--- src/rtl/param_register_file_sb.sv ---
// Parametrised register file with two async read ports, one sync write port,
// optional bypass/zero register, per-register busy scoreboard and bulk-clear engine.
module param_register_file_sb #(
    parameter int unsigned DATA_WIDTH = 16,
    parameter int unsigned ADDR_WIDTH = 3,
    parameter int unsigned ZERO_REG   = 0,
    parameter int unsigned BYPASS     = 1
) (
    input  logic                  CLK,
    input  logic                  RST_N,
    input  logic [ADDR_WIDTH-1:0] input_reg_readA_address,
    input  logic [ADDR_WIDTH-1:0] input_reg_readB_address,
    output logic [DATA_WIDTH-1:0] output_reg_A,
    output logic [DATA_WIDTH-1:0] output_reg_B,
    output logic                  output_busy_A,
    output logic                  output_busy_B,
    input  logic                  input_reg_write,
    input  logic [ADDR_WIDTH-1:0] input_reg_write_address,
    input  logic [DATA_WIDTH-1:0] input_reg_write_value,
    input  logic                  input_reserve,
    input  logic [ADDR_WIDTH-1:0] input_reserve_address,
    input  logic                  input_clear_start,
    output logic                  output_clear_busy
);

    localparam int unsigned DEPTH = 2 ** ADDR_WIDTH;
    localparam logic [ADDR_WIDTH-1:0] LAST_IDX = ADDR_WIDTH'(DEPTH - 1);

    typedef enum logic [0:0] {
        ST_IDLE  = 1'b0,
        ST_CLEAR = 1'b1
    } state_e;

    state_e                  state_q, state_d;
    logic [ADDR_WIDTH-1:0]   idx_q, idx_d;
    logic [DATA_WIDTH-1:0]   regs_q [DEPTH];
    logic [DATA_WIDTH-1:0]   regs_d [DEPTH];
    logic [DEPTH-1:0]        busy_q, busy_d;

    logic                    wr_en;
    logic                    rsv_en;
    logic                    zero_a;
    logic                    zero_b;

    // Address 0 is inert when the hardwired zero register is enabled.
    always_comb begin
        wr_en  = input_reg_write && (state_q == ST_IDLE) &&
                 !((ZERO_REG != 0) && (input_reg_write_address == '0));
        rsv_en = input_reserve && (state_q == ST_IDLE) &&
                 !((ZERO_REG != 0) && (input_reserve_address == '0));
        zero_a = (ZERO_REG != 0) && (input_reg_readA_address == '0);
        zero_b = (ZERO_REG != 0) && (input_reg_readB_address == '0);
    end

    // Next-state: writes/reserves in IDLE, one register zeroed per cycle in CLEAR.
    always_comb begin
        state_d = state_q;
        idx_d   = idx_q;
        regs_d  = regs_q;
        busy_d  = busy_q;
        case (state_q)
            ST_IDLE: begin
                if (wr_en) begin
                    regs_d[input_reg_write_address] = input_reg_write_value;
                    busy_d[input_reg_write_address] = 1'b0;
                end
                // Applied after the write so a same-cycle reservation wins.
                if (rsv_en) begin
                    busy_d[input_reserve_address] = 1'b1;
                end
                if (input_clear_start) begin
                    state_d = ST_CLEAR;
                    idx_d   = '0;
                end
            end
            ST_CLEAR: begin
                regs_d[idx_q] = '0;
                busy_d[idx_q] = 1'b0;
                idx_d         = idx_q + ADDR_WIDTH'(1);
                if (idx_q == LAST_IDX) begin
                    state_d = ST_IDLE;
                end
            end
            default: begin
                state_d = ST_IDLE;
            end
        endcase
    end

    always_ff @(posedge CLK or negedge RST_N) begin
        if (!RST_N) begin
            state_q <= ST_IDLE;
            idx_q   <= '0;
            busy_q  <= '0;
            for (int i = 0; i < int'(DEPTH); i++) begin
                regs_q[i] <= '0;
            end
        end else begin
            state_q <= state_d;
            idx_q   <= idx_d;
            busy_q  <= busy_d;
            regs_q  <= regs_d;
        end
    end

    // Read ports; busy outputs reflect registered state only.
    always_comb begin
        output_reg_A  = regs_q[input_reg_readA_address];
        output_reg_B  = regs_q[input_reg_readB_address];
        output_busy_A = busy_q[input_reg_readA_address];
        output_busy_B = busy_q[input_reg_readB_address];
        if ((BYPASS != 0) && wr_en && (input_reg_write_address == input_reg_readA_address)) begin
            output_reg_A = input_reg_write_value;
        end
        if ((BYPASS != 0) && wr_en && (input_reg_write_address == input_reg_readB_address)) begin
            output_reg_B = input_reg_write_value;
        end
        if (zero_a) begin
            output_reg_A  = '0;
            output_busy_A = 1'b0;
        end
        if (zero_b) begin
            output_reg_B  = '0;
            output_busy_B = 1'b0;
        end
    end

    assign output_clear_busy = (state_q == ST_CLEAR);

endmodule
--- config.mk ---
export PLATFORM = sky130hd
export DESIGN_NAME = param_register_file_sb
export DESIGN_NICKNAME = d
export VERILOG_FILES = /design/src/rtl/param_register_file_sb.sv
export SDC_FILE = /design/constraint.sdc
export NUM_CORES = 1
export LEC_CHECK = 0
export BUFFER_PORTS_ARGS = -buffer_cell sky130_fd_sc_hd__buf_2
export CAP_MARGIN = 40
export CORE_UTILIZATION = 45
export CTS_BUF_LIST = sky130_fd_sc_hd__clkbuf_4
export CTS_CLUSTER_DIAMETER = 150
export CTS_CLUSTER_SIZE = 28
export DETAILED_ROUTE_END_ITERATION = 16
export GPL_TIMING_DRIVEN = 0
export PLACE_DENSITY = 0.64
export SLEW_MARGIN = 20
export SYNTH_ARGS = -nofsm -noshare
export SYNTH_HDL_FRONTEND = slang
export SYNTH_SLANG_ARGS = --single-unit
--- constraint.sdc ---
create_clock -name CLK -period 3.5 [get_ports CLK]
set_input_delay 0.175 -clock CLK [delete_from_list [all_inputs] [get_ports CLK]]
set_output_delay 0.175 -clock CLK [all_outputs]
set_load 0.01 [all_outputs]
; After elaboration in Yosys (flattened, before gate mapping)
; Cells that the tools add are included.
[op_classes]
n_reduce_logical = 9
order_cmp = 14
mux = 34
bitwise = 12
n_eq_ne = 5
add_sub_neg = 1
[ops]
columns = operator, count
row1 = $pmux 128 s2, 1
row2 = $and 128x128->128, 1
row3 = $bwmux 128, 1
row4 = $mux 128, 1
row5 = $mux 16, 8
row6 = $not 128->128, 1
row7 = $bmux 16 s3, 2
row8 = $demux 16 s3, 2
row9 = $mux 8, 3
row10 = $lt 3x4->1 const B, 5
row11 = $and 8x8->8, 2
row12 = $ge 4x4->1 const B, 4
row13 = $not 3->4, 4
row14 = $not 8->8, 2
row15 = $pmux 8 s2, 1
row16 = $demux 1 s3, 3
row17 = $ge 3x1->1 const B, 3
row18 = $logic_and 1x1->1, 9
row19 = $lt 4x1->1 const B, 2
row20 = $or 8x8->8, 1
row21 = $mux 1, 7
row22 = $bmux 1 s3, 2
row23 = $eq 3x3->1, 2
row24 = $pmux 3 s2, 1
row25 = 6 further kinds, 7
[word_totals]
output_inout_bits = 35
reg_bits = 140
word_cells = 86
inputBits = 33

; Longest topological paths before layout
[logic_depth]
ltp_word = 11
ltp_mapped = 6
mapped_depth_nobuf = 4

; Worst setup path before layout
; No wires, ideal clock.
[synth_timing]
kind = reg2reg
start = reg state_q, in the netlist output_clear_busy
end = reg regs_q[105] (netlist bit)
n_path_buf = 3
stages_incl_launch_ff = 7
t_required_ns = 3.379
setup_time_ns = 0.121
period_less_slack_ns = 1.817
t_arrival_ns = 1.696
slack_ns = 1.683
cell_sequence = dfrtp_1 > buf_2 > or3b_4 > buf_6 > o32a_1 > buf_2 > a22o_1
[synth_via]
elab_chain_len = 3
word_cells_on_any_way = 4
cone_classes = eq/ne: 1 / mux: 1 / bitwise: 1 / reduce/logical: 1
[synth_lines]
columns = item, line
row1 = "start, declared", 34  ; state_e state_q, state_d;
row2 = "start signal, assigned", 99  ; state_q <= state_d;
row3 = $not 1->1, -
row4 = $logic_and 1x1->1, 47  ; wr_en = input_reg_write && (state_q == ST_IDLE) &&
row5 = $ne 2x2->1 (no line), -
row6 = "end signal, assigned", 102  ; regs_q <= regs_d;
row7 = "end, declared", 36  ; logic [DATA_WIDTH-1:0] regs_q [DEPTH];
; Parallel ways exist; a longest one is shown, timed or not.
; A chain may end at the register's enable or synchronous reset.

; Final worst setup path
[layout_timing]
start = reg state_q, in the netlist output_clear_busy
end = out output_reg_B[7]
[layout_via]
elab_chain_len = 4
[layout_lines]
columns = item, line
row1 = $not 1->1, -
row2 = $logic_and 1x1->1, 47
row3 = $logic_and 1x1->1, 115  ; if ((BYPASS != 0) && wr_en && (input_reg_write_address == input_reg_readB_address)) begin
row4 = $mux 16, 115
row5 = "end, declared", 14  ; output logic [DATA_WIDTH-1:0] output_reg_B,
; No other way between the ends.

==> summary.md <==
| Metric | Value |
|---|---|
| Status | `finished clean` |
| Gr usage total | `0.2797` |
| Tot Pwr | `5.152 mW` |
| Final Critical Period | `2900 ps` |
| Clock Latency Late Sink | `570 ps` |
| Post-synth EDFFs | `0` |
| Yosys top cell by area | `dfrtp_1` |
| Syn_nets | `590` |
| Crit path from | `output_clear_busy` |
| First-pass GRT wire length | `36720 µm` |
| Setup Skew | `13.71 ps` |
| Gpl congestion | `0.8529` |
| Gate Count Post-Synth | `555` |
| Startpoint Class | `flip-flop` |
| Row count | `48` |
| Top cells by count, synth | `dfrtp_1, a22o_1, mux2_2` |
| Data arrival, critical path | `2730 ps` |
| R2R Path End | `regs_q[55]` |
| CTS resizes | `0` |
| Post-synthesis sequential area ratio | `0.4425` |
| Slew margin rel. | `0.4075` |
| Worst-margin pin slew | `888.8 ps` |
| DR pass1 iterations | `5` |
| Setup TNS | `0 ps` |
| Layout area overhead | `10.78%` |
| End point of the critical path | `output_reg_B[7]` |
| RSZ-0062 raised after global routing | `false` |
| Maximum root-to-sink buffer count | `2` |
| Hold Path Class | `in2reg` |
| Share of the synthesized area in the top cell type | `0.4425` |
| DRC | `0` |
| CP Class | `reg2out` |
| Vias per cell | `6.851` |
| I/O pins | `68` |
| # Max-Cap Violations | `0` |
| Cts hold-fix bufs | `7` |
| Final period util | `0.8286` |
| Total number of vias | `5919` |
| Pwr per Cell Area | `587.5 mW/mm²` |
| Final hold viol count | `0` |
| Setup bufs post-CTS | `0` |
| CTS sink cnt | `140` |
| Htree depth | `4` |
| Cell area after synthesis | `0.007916 mm²` |
| Port Buffers | `45` |
| Total gr overflow | `0` |
| Async SR Flop Fraction | `1.000` |
| Final #Nets | `665` |
| Die X | `134.6 µm` |
| Detailed Place HPWL | `15580 µm` |
| Initial Utilization | `0.4593` |
| Avg WL per Cell | `27.74 µm` |
| Root Buffer | `clkbuf_4` |
| Number of global-route vias before repair | `5995` |
| Layout cell share with drive strength beyond 1 | `0.3683` |
| CTS Buf Count | `17` |
| LEAKAGE | `4.080 nW` |
| Core area | `0.01724 mm²` |
| Total Die Area | `0.01813 mm²` |
| Worst Reg-to-Reg Cells | `5` |
| Most used flip-flop cell after synthesis | `dfrtp_1` |
| DP Cell Count | `829` |
| R2R Path Start | `idx_q[0]` |
| Initial antenna violation count | `1` |
| DRT iter0 DRCs | `624` |
| Fin cells | `864` |
| Worst-path maximum fanout | `10` |
| Final setup violation count | `0` |
| Most frequent cell after synthesis | `dfrtp_1` |
| Unique cell type count in the Yosys netlist | `37` |
| CTS tree | `yes` |
| Ys Warns | `0` |
| Critical Path RT | `3320 ps` |
| Drt total wl | `23970 µm` |
| Die height | `134.6 µm` |
| Hold path start | `input_reserve` |
| Fmax | `0.3448 GHz` |
| Clock-pin slew on the worst setup and hold paths | `110 ps` |
| Flops & latches, synth | `140` |
| Fillers | `1441` |
| Max-slew violation count | `0` |
| Max VDD drop | `0.2552 mV` |
| Syn Area/Cell | `14.26 µm²` |
| Largest net degree at the start of global routing | `85` |
| FF-to-FF setup slack | `1100 ps` |
| Post-route ant nets | `0` |
| Kind of end point of the critical path | `output pin` |
| Synth area leaders | `dfrtp_1, mux4_2, a22o_1` |
routing by layer:
layer | up-vias | track usage | part of all wire | wire length, µm
met1 | 3124 | 0.3942 | 0.42 | 10110
met2 | 336 | 0.4187 | 0.47 | 11210
met3 | 53 | 0.06719 | 0.082 | 1957
li1 | 2406 | - | - | -
met4 | 0 | 0.1099 | 0.028 | 681
met5 | - | 0 | 0 | 0
cell type report:
class,instances,area (µm²),share of cell area
multi-input cells,350,4021,0.4586
flip-flops and latches,140,3503,0.3995
plain buffers,63,384.1,0.04380
repair buffers,56,360.3,0.04109
well taps,225,281.5,0.03210
clock buffers,21,157.7,0.01798
clock inverters,6,51.30,0.005850
inverters,2,7.507,0.0008560
diodes,1,2.502,0.0002853
layout by cell type (no fill, tap or decap), types with 4 or more instances in the layout:
cell	n
o22a_1	4
a22oi_1	5
a21oi_1	7
nand2_1	14
buf_2	68
mux2_2	62
mux2_4	4
nand2b_1	5
buf_1	16
xnor2_1	6
buf_6	13
dfrtp_1	140
mux4_1	16
mux4_2	52
o21ai_0	13
clkbuf_1	10
nor2_1	5
clkbuf_4	21
dlygate4sd3_1	7
a22o_1	128
where the power goes:
part / switching [mW] / internal [mW] / total (mW)
registers: 0.299 / 2.00 / 2.30
clock network: 0.564 / 0.355 / 0.919
logic: 0.985 / 0.949 / 1.93
per-stage QoR:
step | hold WS (ps) | area [µm²] | worst slack, ps | util
after floorplan | -120.6 | 7916 | 1683 | -
after global placement | 415.5 | 8423 | 361.7 | 0.4887
after detailed placement | 133.4 | 8488 | 1208 | 0.4925
after CTS | 45.01 | 8767 | 608.8 | 0.5086
after global routing | 67.98 | 8770 | 463.1 | 0.5088
final | 67.86 | 8770 | 599.7 | 0.5088
sequential cells by signal, summed over array words and instances, names as in the netlist:
| signal | flops |
|---|---|
| busy_q | 8 |
| idx_q | 3 |
| output_clear_busy | 1 |
| regs_q | 128 |
cell families after synthesis:
group,after synthesis,synth area share
adder cells (fa/ha/maj),2,0.003161
multiplexers,134,0.2968
AO/OA/AOI/OAI,163,0.1704
buffers and inverters,65,0.04947
AND/OR/NAND/NOR,45,0.03098
XOR/XNOR,6,0.006638
flip-flops,140,0.4425
worst max-delay path, stage by stage, from the launching register on:
cell and delay, ps:
dfrtp_1 390, buf_2 170, nor2b_1 180, nand4_1 460
buf_2 460, mux2_4 350, buf_2 140
how the worst min path moves through the flow:
| stage | to | depth (start not counted) |
|---|---|---|
| after global placement | idx_q[2] | 2 |
| after detailed placement | regs_q[25] | 1 |
| after global routing | regs_q[25] | 2 |
| final | busy_q[5] | 4 |
| after floorplan | busy_q[0] | 0 |
| after CTS | busy_q[0] | 4 |
Power figures use the tool's default switching activity.
